`config.mk`:
```
export PLATFORM = sky130hd
export DESIGN_NAME = stackcalc_sequencer_flat
export DESIGN_NICKNAME = d
export VERILOG_FILES = /design/src/rtl/stackcalc_pkg.sv /design/src/rtl/stackcalc_sequencer_if.sv /design/src/rtl/stackcalc_cmd_fifo.sv /design/src/rtl/stackcalc_sequencer.sv /design/src/flat_wrapper.sv
export SDC_FILE = /design/constraint.sdc
export NUM_CORES = 1
export LEC_CHECK = 0
export BUFFER_PORTS_ARGS = -buffer_cell sky130_fd_sc_hd__buf_2
export CELL_PAD_IN_SITES_DETAIL_PLACEMENT = 1
export CELL_PAD_IN_SITES_GLOBAL_PLACEMENT = 1
export CORE_MARGIN = 2
export CORE_UTILIZATION = 45
export CTS_BUF_LIST = sky130_fd_sc_hd__clkbuf_4 sky130_fd_sc_hd__clkbuf_8 sky130_fd_sc_hd__clkbuf_16
export DETAILED_ROUTE_END_ITERATION = 16
export PLACE_DENSITY_LB_ADDON = 0.1
export SYNTH_ARGS = -nofsm -noshare
export SYNTH_HDL_FRONTEND = slang
export SYNTH_HIERARCHICAL = 1
export SYNTH_SLANG_ARGS = --single-unit
```
`constraint.sdc`:
```
create_clock -name clk -period 3.1 [get_ports clk]
set_input_delay 0.155 -clock clk [delete_from_list [all_inputs] [get_ports clk]]
set_output_delay 0.155 -clock clk [all_outputs]
set_load 0.02 [all_outputs]
```
`src/rtl/stackcalc_pkg.sv`:
```
// Shared types and io_in bit layout for the stackcalc sequencer.
package stackcalc_pkg;

    localparam int unsigned IO_W     = 8;
    localparam int unsigned MODE_W   = 2;
    localparam int unsigned DATA_W   = 4;

    localparam int unsigned CLK_BIT  = 0;
    localparam int unsigned RST_BIT  = 1;
    localparam int unsigned DATA_LSB = 2;
    localparam int unsigned MODE_LSB = 6;

    typedef enum logic [2:0] {
        CRST,
        IDLE,
        SETUP,
        HIGH,
        LOW,
        CAPT
    } state_t;

    typedef struct packed {
        logic [MODE_W-1:0] mode;
        logic [DATA_W-1:0] data;
        logic              rd;
    } cmd_t;

endpackage

```
`src/rtl/stackcalc_sequencer_if.sv`:
```
// Host-side command and result handshakes of the stackcalc sequencer.
interface stackcalc_sequencer_if;
    import stackcalc_pkg::*;

    logic              cmd_valid;
    logic              cmd_ready;
    logic [MODE_W-1:0] cmd_mode;
    logic [DATA_W-1:0] cmd_data;
    logic              cmd_rd;

    logic              res_valid;
    logic              res_ready;
    logic [IO_W-1:0]   res_data;

    modport master (
        output cmd_valid, cmd_mode, cmd_data, cmd_rd, res_ready,
        input  cmd_ready, res_valid, res_data
    );

    modport slave (
        input  cmd_valid, cmd_mode, cmd_data, cmd_rd, res_ready,
        output cmd_ready, res_valid, res_data
    );

endinterface

```
`src/rtl/stackcalc_cmd_fifo.sv`:
```
// Synchronous command FIFO with occupancy output; head is read combinationally.
module stackcalc_cmd_fifo
    import stackcalc_pkg::*;
#(
    parameter int unsigned DEPTH = 4
) (
    input  logic                     clk,
    input  logic                     rst,
    input  logic                     push,
    input  logic                     pop,
    input  cmd_t                     din,
    output cmd_t                     head_c,
    output logic                     full_c,
    output logic                     empty_c,
    output logic [$clog2(DEPTH):0]   level
);

    localparam int unsigned PTR_W = $clog2(DEPTH);
    localparam int unsigned LVL_W = PTR_W + 1;

    cmd_t             mem [DEPTH];
    logic [PTR_W-1:0] wr_ptr;
    logic [PTR_W-1:0] rd_ptr;

    assign head_c  = mem[rd_ptr];
    assign full_c  = (level == LVL_W'(DEPTH));
    assign empty_c = (level == '0);

    // Storage write; contents need no reset since level gates every read.
    always_ff @(posedge clk) begin
        if (push) begin
            mem[wr_ptr] <= din;
        end
    end

    // Pointers wrap naturally at the power-of-2 depth; level tracks push/pop.
    always_ff @(posedge clk) begin
        if (rst) begin
            wr_ptr <= '0;
            rd_ptr <= '0;
            level  <= '0;
        end else begin
            if (push) wr_ptr <= wr_ptr + PTR_W'(1);
            if (pop)  rd_ptr <= rd_ptr + PTR_W'(1);
            case ({push, pop})
                2'b10:   level <= level + LVL_W'(1);
                2'b01:   level <= level - LVL_W'(1);
                default: level <= level;
            endcase
        end
    end

endmodule

```
`src/rtl/stackcalc_sequencer.sv`:
```
// Sequences the stackcalc io_in bus (clock, reset, mode, data) from queued commands
// and captures io_out into a result register on request.
module stackcalc_sequencer
    import stackcalc_pkg::*;
#(
    parameter int unsigned FIFO_DEPTH = 4,
    parameter int unsigned SETUP_CYC  = 1,
    parameter int unsigned HIGH_CYC   = 2,
    parameter int unsigned LOW_CYC    = 2,
    parameter int unsigned RST_CYC    = 4
) (
    input  logic                          clk,
    input  logic                          rst,
    stackcalc_sequencer_if.slave          bus,
    input  logic                          calc_rst_req,
    output logic [IO_W-1:0]               calc_io_in,
    input  logic [IO_W-1:0]               calc_io_out,
    output logic                          busy,
    output logic [$clog2(FIFO_DEPTH):0]   fifo_level
);

    localparam int unsigned CNT_MAX = (SETUP_CYC > HIGH_CYC)
        ? ((SETUP_CYC > LOW_CYC) ? SETUP_CYC : LOW_CYC)
        : ((HIGH_CYC  > LOW_CYC) ? HIGH_CYC  : LOW_CYC);
    localparam int unsigned CNT_W = (CNT_MAX > 1) ? $clog2(CNT_MAX) : 1;
    localparam int unsigned PLS_W = $clog2(RST_CYC + 1);

    localparam logic [CNT_W-1:0] SETUP_LD = CNT_W'(SETUP_CYC - 1);
    localparam logic [CNT_W-1:0] HIGH_LD  = CNT_W'(HIGH_CYC - 1);
    localparam logic [CNT_W-1:0] LOW_LD   = CNT_W'(LOW_CYC - 1);
    localparam logic [IO_W-1:0]  IO_RESET = IO_W'(1 << RST_BIT);

    state_t           state, state_n;
    logic [CNT_W-1:0] cnt, cnt_n;
    logic [PLS_W-1:0] pulses, pulses_n;
    logic             crst_hi, crst_hi_n;
    logic             rst_pend;
    cmd_t             cmd_q;
    cmd_t             cmd_in_c;
    cmd_t             head_c;
    logic             fifo_full_c;
    logic             fifo_empty_c;
    logic             push_c;
    logic             pop_c;
    logic             capt_c;
    logic             slot_free_c;
    logic [IO_W-1:0]  io_n;
    logic             res_valid_q;
    logic [IO_W-1:0]  res_data_q;

    assign cmd_in_c      = {bus.cmd_mode, bus.cmd_data, bus.cmd_rd};
    assign bus.cmd_ready = !fifo_full_c && (state != CRST);
    assign push_c        = bus.cmd_valid && bus.cmd_ready;
    assign slot_free_c   = !res_valid_q || bus.res_ready;
    assign busy          = (state != IDLE) || !fifo_empty_c;
    assign bus.res_valid = res_valid_q;
    assign bus.res_data  = res_data_q;

    stackcalc_cmd_fifo #(.DEPTH(FIFO_DEPTH)) u_fifo (
        .clk     (clk),
        .rst     (rst),
        .push    (push_c),
        .pop     (pop_c),
        .din     (cmd_in_c),
        .head_c  (head_c),
        .full_c  (fifo_full_c),
        .empty_c (fifo_empty_c),
        .level   (fifo_level)
    );

    // Next state, shared phase counter and the io_in value for the next cycle.
    always_comb begin
        state_n   = state;
        cnt_n     = cnt;
        pulses_n  = pulses;
        crst_hi_n = crst_hi;
        pop_c     = 1'b0;
        capt_c    = 1'b0;
        io_n      = '0;
        case (state)
            CRST: begin
                if (cnt != '0) begin
                    cnt_n = cnt - CNT_W'(1);
                end else if (crst_hi) begin
                    crst_hi_n = 1'b0;
                    cnt_n     = LOW_LD;
                end else if (pulses == PLS_W'(RST_CYC)) begin
                    state_n = IDLE;
                end else begin
                    crst_hi_n = 1'b1;
                    cnt_n     = HIGH_LD;
                    pulses_n  = pulses + PLS_W'(1);
                end
            end
            IDLE: begin
                if (rst_pend) begin
                    state_n   = CRST;
                    crst_hi_n = 1'b0;
                    cnt_n     = LOW_LD;
                    pulses_n  = '0;
                end else if (!fifo_empty_c) begin
                    pop_c   = 1'b1;
                    state_n = SETUP;
                    cnt_n   = SETUP_LD;
                end
            end
            SETUP: begin
                if (cnt != '0) begin
                    cnt_n = cnt - CNT_W'(1);
                end else begin
                    state_n = HIGH;
                    cnt_n   = HIGH_LD;
                end
            end
            HIGH: begin
                if (cnt != '0) begin
                    cnt_n = cnt - CNT_W'(1);
                end else begin
                    state_n = LOW;
                    cnt_n   = LOW_LD;
                end
            end
            LOW: begin
                if (cnt != '0) begin
                    cnt_n = cnt - CNT_W'(1);
                end else if (!cmd_q.rd) begin
                    state_n = IDLE;
                end else if (slot_free_c) begin
                    // Capture on the last low cycle when the result slot is free.
                    capt_c  = 1'b1;
                    state_n = IDLE;
                end else begin
                    state_n = CAPT;
                end
            end
            CAPT: begin
                if (slot_free_c) begin
                    capt_c  = 1'b1;
                    state_n = IDLE;
                end
            end
            default: begin
                state_n = CRST;
            end
        endcase
        io_n[CLK_BIT]              = (state_n == HIGH) || ((state_n == CRST) && crst_hi_n);
        io_n[RST_BIT]              = (state_n == CRST);
        io_n[DATA_LSB +: DATA_W]   = pop_c ? head_c.data : cmd_q.data;
        io_n[MODE_LSB +: MODE_W]   = pop_c ? head_c.mode : cmd_q.mode;
    end

    // State, counters, command register and registered io_in.
    always_ff @(posedge clk) begin
        if (rst) begin
            state      <= CRST;
            cnt        <= LOW_LD;
            pulses     <= '0;
            crst_hi    <= 1'b0;
            cmd_q      <= '0;
            calc_io_in <= IO_RESET;
        end else begin
            state      <= state_n;
            cnt        <= cnt_n;
            pulses     <= pulses_n;
            crst_hi    <= crst_hi_n;
            calc_io_in <= io_n;
            if (pop_c) cmd_q <= head_c;
        end
    end

    // Reset request flag; requests arriving while a reset sequence runs are absorbed.
    always_ff @(posedge clk) begin
        if (rst) begin
            rst_pend <= 1'b0;
        end else if ((state == CRST) || (state_n == CRST)) begin
            rst_pend <= 1'b0;
        end else if (calc_rst_req) begin
            rst_pend <= 1'b1;
        end
    end

    // Result register; a drain and a new capture may coincide.
    always_ff @(posedge clk) begin
        if (rst) begin
            res_valid_q <= 1'b0;
            res_data_q  <= '0;
        end else if (capt_c) begin
            res_valid_q <= 1'b1;
            res_data_q  <= calc_io_out;
        end else if (bus.res_ready) begin
            res_valid_q <= 1'b0;
        end
    end

endmodule
```
`src/flat_wrapper.sv`:
```
// flat-port wrapper written by rule: the top's interface ports become plain ports
module stackcalc_sequencer_flat import stackcalc_pkg::*;
#(
    parameter int unsigned FIFO_DEPTH = 4,
    parameter int unsigned SETUP_CYC  = 1,
    parameter int unsigned HIGH_CYC   = 2,
    parameter int unsigned LOW_CYC    = 2,
    parameter int unsigned RST_CYC    = 4
)
  (clk, rst, calc_rst_req, calc_io_in, calc_io_out, busy, fifo_level, bus_cmd_valid, bus_cmd_mode, bus_cmd_data, bus_cmd_rd, bus_res_ready, bus_cmd_ready, bus_res_valid, bus_res_data);
  stackcalc_sequencer_if bus_i ();
  input  logic clk;
  input  logic rst;
  input  logic calc_rst_req;
  output logic [IO_W-1:0] calc_io_in;
  input  logic [IO_W-1:0] calc_io_out;
  output logic busy;
  output logic [$clog2(FIFO_DEPTH):0] fifo_level;
  input wire logic [$bits(bus_i.cmd_valid)-1:0] bus_cmd_valid;
  input wire logic [$bits(bus_i.cmd_mode)-1:0] bus_cmd_mode;
  input wire logic [$bits(bus_i.cmd_data)-1:0] bus_cmd_data;
  input wire logic [$bits(bus_i.cmd_rd)-1:0] bus_cmd_rd;
  input wire logic [$bits(bus_i.res_ready)-1:0] bus_res_ready;
  output wire logic [$bits(bus_i.cmd_ready)-1:0] bus_cmd_ready;
  output wire logic [$bits(bus_i.res_valid)-1:0] bus_res_valid;
  output wire logic [$bits(bus_i.res_data)-1:0] bus_res_data;
  assign bus_i.cmd_valid = bus_cmd_valid;
  assign bus_i.cmd_mode = bus_cmd_mode;
  assign bus_i.cmd_data = bus_cmd_data;
  assign bus_i.cmd_rd = bus_cmd_rd;
  assign bus_i.res_ready = bus_res_ready;
  assign bus_cmd_ready = bus_i.cmd_ready;
  assign bus_res_valid = bus_i.res_valid;
  assign bus_res_data = bus_i.res_data;
  stackcalc_sequencer #(.FIFO_DEPTH(FIFO_DEPTH), .SETUP_CYC(SETUP_CYC), .HIGH_CYC(HIGH_CYC), .LOW_CYC(LOW_CYC), .RST_CYC(RST_CYC)) u_core (.clk(clk), .rst(rst), .bus(bus_i), .calc_rst_req(calc_rst_req), .calc_io_in(calc_io_in), .calc_io_out(calc_io_out), .busy(busy), .fifo_level(fifo_level));
endmodule
```
After elaboration in Yosys (flattened, before gate mapping)
Memories as Yosys holds them, arrays and structs flattened. A register that Yosys moved wholly into a read port is not among the register bits. Index checks and enable logic that the tools add are counted.

Output and inout port bits: 22. Register bits after elaboration: 40. Memories kept: 1. Input port bits: 20. RAM bits: 28. Word-level logic and storage cells: 104.

Reductions and logical operators: 22. Equal/unequal tests: 16. Add/subtract/negate cells: 6. Muxes and demuxes: 45.

Memory list: u_core.u_fifo.mem (words 4, width 7, rd ports 1, clocked after Yosys merged registers in 1, wr ports 1, line stackcalc_cmd_fifo.sv:21) `cmd_t mem [DEPTH];`.

Operators by type and width (number): 3-bit 2-to-1 mux (15); 1-bit 2-to-1 mux (20); 3-bit one-hot mux with 6 select lines (1); 3-bit == test, second input constant (4); 3-bit one-hot mux with 2 select lines (2); 3-bit by 2-bit == test with 1-bit output, second input constant (3); 3-bit logical NOT (3); 3-bit by 1-bit adder with 3-bit output, second input constant (2); 2-bit 2-to-1 mux (3); 2-bit inequality test, second input constant (3); 2-bit nonzero test (3); 5-bit AND reduction (1); 2-bit by 1-bit adder with 2-bit output, second input constant (2); 1-bit logical OR (4); 4-bit 2-to-1 mux (1); 1-bit one-hot mux with 2 select lines (2); 1-bit one-hot mux with 4 select lines (1); 4-bit nonzero test (1); 2-bit OR reduction (2); 3-bit by 1-bit == test with 1-bit output, second input constant (1); 1-bit logical AND (3); 1-bit logical NOT (3); 3-bit by 1-bit inequality test with 1-bit output, second input constant (1); 3-bit by 2-bit inequality test with 1-bit output, second input constant (1); other kinds (7) (7).

Depth between registers and ports, before layout
Depth in word-level cells: 9. Gate-level depth with buffers: 11. Gate-level depth less buffers: 11.

Modules after synthesis
The synthesis kept the hierarchy.

By module, submodules not included: stackcalc_cmd_fifo (sequential area each 1021.0 µm², times used 1, cells an instance 84, area each 1447.6 µm²); stackcalc_sequencer (sequential area each 660.6 µm², times used 1, cells an instance 148, area each 1415.1 µm²).

Worst setup path before layout
No wires, ideal clock.

Path type: reg-to-reg. Start: register u_core.state[0]. End: register u_core.u_fifo.level[2]. Library setup time: 0.070 ns. Required time: 3.030 ns. Arrival: 2.369 ns. Period minus slack after synthesis: 2.439 ns. Buffers on the path: 1. Setup slack: 0.661 ns. Stages on the path, launching flop included: 11. Cells stage by stage: dfxtp_1 -> buf_4 -> nor3b_4 -> nand2_2 -> inv_1 -> ha_1 -> inv_1 -> fa_1 -> xor2_1 -> or3_1 -> a21oi_1.

Elaborated cells on any way between the ends: 9. Classes of those cells: eq/ne: 3; mux: 2; reduce/logical: 4.

RTL lines: start, declared (line stackcalc_sequencer.sv:33) `state_t state, state_n;`; start signal, assigned (line stackcalc_sequencer.sv:162) `state <= state_n;`; 3-bit by 1-bit == test with 1-bit output * (line stackcalc_sequencer.sv:80) `case (state)`; 1-bit 2-to-1 mux * (line stackcalc_sequencer.sv:80); net u_core.pop_c (line stackcalc_sequencer.sv:44) `logic pop_c;`; 2-bit by 1-bit == test with 1-bit output or 2-bit == test (tied branches) (line stackcalc_cmd_fifo.sv:45) `case ({push, pop})`; 3-bit one-hot mux with 2 select lines or 2-bit nonzero test (tied branches); end signal, assigned (line stackcalc_cmd_fifo.sv:46) `2'b10: level <= level + LVL_W'(1);`; end signal, assigned (line stackcalc_cmd_fifo.sv:47) `2'b01: level <= level - LVL_W'(1);`; end signal, assigned (line stackcalc_cmd_fifo.sv:48) `default: level <= level;`; end, declared (line stackcalc_cmd_fifo.sv:15) `output logic [$clog2(DEPTH):0] level`.

Mark *: on every way through the listed nets, which the timed path passes. The rest lies on a longest branch. A chain may end at the register's enable or synchronous reset.

Worst setup path after layout
Start: register u_core.state[1]. End: register u_core.u_fifo.level[2].

Cells in the longest elaborated chain, start to end: 5. Elaborated cells on any way between the ends: 9. Classes of those cells: eq/ne: 3; mux: 2; reduce/logical: 4.

RTL lines: 3-bit nonzero test * (line stackcalc_sequencer.sv:52) `assign bus.cmd_ready = !fifo_full_c && (state != CRST);`; 1-bit logical AND * (line stackcalc_sequencer.sv:52); 1-bit logical AND * (line stackcalc_sequencer.sv:53) `assign push_c = bus.cmd_valid && bus.cmd_ready;`; net u_core.push_c (line stackcalc_sequencer.sv:43) `logic push_c;`; 2-bit by 1-bit == test with 1-bit output or 2-bit == test (tied branches) (line stackcalc_cmd_fifo.sv:45); 3-bit one-hot mux with 2 select lines or 2-bit nonzero test (tied branches).

Marked as above.

==> flow_summary_export.csv <==
group,metric,value,unit
outcome,status,"finished clean",
clock_network,numClockSinks,70,
worst_setup_path,worstPathCellList,"nor3_1 > nor2_1 > and2_1 > inv_1 > ha_1 > inv_1 > fa_1 > xor2_1 > or3_1 > a21oi_1",
synth,synth-edff-count,28,
timing,grt_setup_unrepaired,"false",
synth,synth_area_leaders,"dfxtp_1 (29%), edfxtp_1 (29%), mux4_2 (5.5%)",
detailed_routing,drt_iter0_markers,88,
clock_network,cts_tree,"built",
clock_network,cts_made_buffers,9,
detailed_routing,dr_total_vias,1842,
synth,ys_ff_latch,70,
run,maxCapViolCount,0,
worst_setup_path,crit_start,"u_core/state[1]$_SDFF_PP0_",
detailed_routing,post_drt_wl_per_cell,15.1,um
timing,setup_tns,0,ns
clock_network,clockBufferDepth,2,
worst_setup_path,cp_max_fo,17,
worst_setup_path,cp.arrival,2.78,ns
worst_setup_path,cp_common_cell,"inv_1",
detailed_routing,drcViolationCount,0,
timing,fin_hold_ws,0.0259,ns
clock_network,clk_latency,0.34,ns
detailed_routing,via_per_inst,5.10,
synth,ys_types,47,
worst_hold_path,hold_path_depth,1,
global_route,antenna_found_initial,0,
worst_hold_path,min_path_type,"in2reg",
clock_network,post-cts-setup-buffers,0,
layout,nets,307,
clock_network,h-tree-depth,3,
floorplan,core,0.00624,sq mm
detailed_routing,antenna_left,0,
global_route,grt_pass1_wl,9140,um
timing,skew,0.0109,ns
synth,avgSynthCellArea,12.3,sq um
floorplan,die_y,83.8,um
synth,netlist_instances,232,
floorplan,start_util,45.9,%
layout,postLayoutCoreUtil,54.0,%
synth,synth_area,0.00286,sq mm
layout,layout-drive-gt1-share,26.1,%
worst_setup_path,rr_worst_depth,10,
power,p_leak,1.33,nW
worst_setup_path,slowest_delay,0.51,ns
worst_setup_path,r2r_start,"u_core/state[1]$_SDFF_PP0_",
timing,worst_pin_slew,0.622,ns
floorplan,num_rows,29,
synth,async_flop_share,0,%
worst_setup_path,endpoint_kind,"register",
worst_setup_path,critPathKind,"reg2reg",
layout,num_antenna_cells,0,
timing,slew_headroom,58.5,%
detailed_routing,drt-total-wl,5440,um
worst_setup_path,cp.required,3.37,ns
timing,min_period_over_period,81.0,%
power,irDropWorstVdd,0.000524,V
floorplan,dieArea,0.00702,sq mm
timing,fmaxAchievable,0.398,GHz
floorplan,die_x,83.8,um
clock_network,clockRootBuffer,"clkbuf_8",
synth,synth_top_area_cell,"dfxtp_1",
worst_setup_path,r2r_slack,0.59,ns
worst_setup_path,critPathSlowestCell,"dfxtp_1",
worst_hold_path,hold_end,"u_core/u_fifo/mem[2][2]$_DFFE_PP_",
global_route,globalRouteOverflowTotal,0,
floorplan,io_pins,42,
synth,synth_nets,260,
timing,final-setup-viol-count,0,
worst_setup_path,start_kind,"register",
worst_hold_path,min_from,"bus_cmd_data[1]",
synth,yosys_warnings,6,
synth,synth_flop_cell,"dfxtp_1",
detailed_routing,drt_pre_antenna_iters,4,
placed_design,io_buffers,41,
synth,synth-seq-area-share,58.7,%
power,finalPower,1.85,mW
placed_design,hpwl,3910,um
timing,slew_violations,0,
power,power.density,549,mW/mm^2
synth,synth_top_area_share,29.4,%
clock_network,clk_pin_slew,0.09,ns
global_route,grt_pass1_vias,1829,
global_route,grt_max_degree,33,
global_route,grt_use_total,16.8,%
timing,min_period,2.51,ns
worst_setup_path,r2r_end,"u_core/u_fifo/level[2]$_SDFFE_PP0P_",
layout,area_growth,17.7,%
timing,final-hold-violation-count,0,
placed_design,gp_congestion,0.745,
## cell usage after synthesis (2+ instances only)
master,number
a21oi_1,14
and2_1,7
and2b_1,3
and3b_1,3
buf_4,3
clkbuf_1,4
dfxtp_1,42
edfxtp_1,28
ha_1,7
inv_1,13
mux2i_1,10
mux4_2,7
nand2_1,11
nand2b_1,3
nand3_1,10
nand3b_1,2
nor2_1,21
nor3_1,2
nor3b_1,3
o21ai_0,7
or3_1,3
xnor2_1,2
xor2_1,3
## critical path, delay by kind of cell, from the launching register on
| family | cells | cell delay, ns |
|---|---|---|
| simple gates | 4 | 0.94 |
| fa+ha+maj | 2 | 0.55 |
| flops | 1 | 0.51 |
| xor+xnor | 1 | 0.16 |
| buf+inv | 2 | 0.14 |
| compound gates | 1 | 0.14 |
## through the flow
step / cell area, sq um / setup WS [ns] / cells
after detailed placement: 3130 / 0.583 / 344
after global routing: 3370 / 0.380 / 361
after floorplan: 2860 / 0.661 / 232
after CTS: 3370 / 0.551 / 361
after global placement: 3130 / 0.673 / 344
final: 3370 / 0.588 / 361
## routing by layer
metal  share of wire (%)  global-route usage [%]  vias up
met4                 1.7                    7.48        0
li1                    -                       -      924
met2                  47                    26.7       37
met3                 4.0                    4.55        8
met1                  47                    21.7      873
met5                   0                       0        -
## layout make-up
class	count	area [sq um]
sequential	70	1680
tap	77	96.3
clock buffer	9	124
multi-input combinational	141	1080
clock inverter	7	104
inverter	13	48.8
fill	672	2870
timing repair buffer	44	230
## report_power, final
| part | internal (mW) | switching (mW) |
|---|---|---|
| combinational | 0.0230 | 0.0267 |
| sequential | 0.960 | 0.00472 |
| clock | 0.464 | 0.371 |
| total | 1.45 | 0.402 |
## registers in the layout (all words and copies together), names as in the netlist, named ones only
register              count
u_core/u_fifo/level       3
u_core/crst_hi            1
u_core/bus.res_valid      1
u_core/cnt                1
u_core/bus.res_data       8
u_core/state              3
u_core/u_fifo/mem        28
u_core/rst_pend           1
u_core/cmd_q              7
u_core/u_fifo/wr_ptr      2
u_core/pulses             3
u_core/calc_io_in         8
u_core/u_fifo/rd_ptr      2
## layout by cell type, fill, tap and decap left out, types with 2 or more instances in the layout
cell type | netlist | final
mux2i_1 | 10 | 10
xor2_1 | 3 | 3
buf_4 | 3 | 2
nor2_1 | 21 | 21
o21ai_0 | 7 | 7
nor3_1 | 2 | 2
and2_1 | 7 | 7
and3b_1 | 3 | 3
mux4_2 | 7 | 7
clkbuf_8 | 0 | 9
xnor2_1 | 2 | 2
inv_6 | 0 | 3
nand2b_1 | 3 | 3
or3_1 | 3 | 3
dfxtp_1 | 42 | 42
clkinv_4 | 0 | 2
nand3_1 | 10 | 10
and2b_1 | 3 | 3
nand2_1 | 11 | 11
edfxtp_1 | 28 | 28
buf_2 | 0 | 41
a21oi_1 | 14 | 14
ha_1 | 7 | 7
inv_1 | 13 | 13
nand3b_1 | 2 | 2
bufinv_16 | 0 | 2
nor3b_1 | 3 | 3
## timing repair
item                                   4_1_cts  5_1_grt
resized for setup                            0        0
endpoints found under the hold margin        4        0
hold buffers                                 1        0
## logic make-up (layout without fill, tap and decap cells)
logic type	after synthesis	count (layout)	share of synthesized area [%]
AND/OR/NAND/NOR	78	78	15.8
flip-flops	70	70	58.7
AO/OA/AOI/OAI	33	33	7.78
buffers and inverters	21	73	3.41
multiplexers	17	17	9.00
adder cells (fa/ha/maj)	8	8	3.76
XOR/XNOR	5	5	1.53
## worst max path at each step
stage / end / cells after the start
2_1_floorplan: u_core/u_fifo/level[2]$_SDFFE_PP0P_ / 10
3_3_place_gp: u_core/u_fifo/level[2]$_SDFFE_PP0P_ / 10
3_5_place_dp: u_core/u_fifo/level[2]$_SDFFE_PP0P_ / 10
4_1_cts: u_core/u_fifo/level[2]$_SDFFE_PP0P_ / 10
5_1_grt: u_core/u_fifo/level[2]$_SDFFE_PP0P_ / 10
6_report: u_core/u_fifo/level[2]$_SDFFE_PP0P_ / 10
Power figures use the tool's default switching activity.
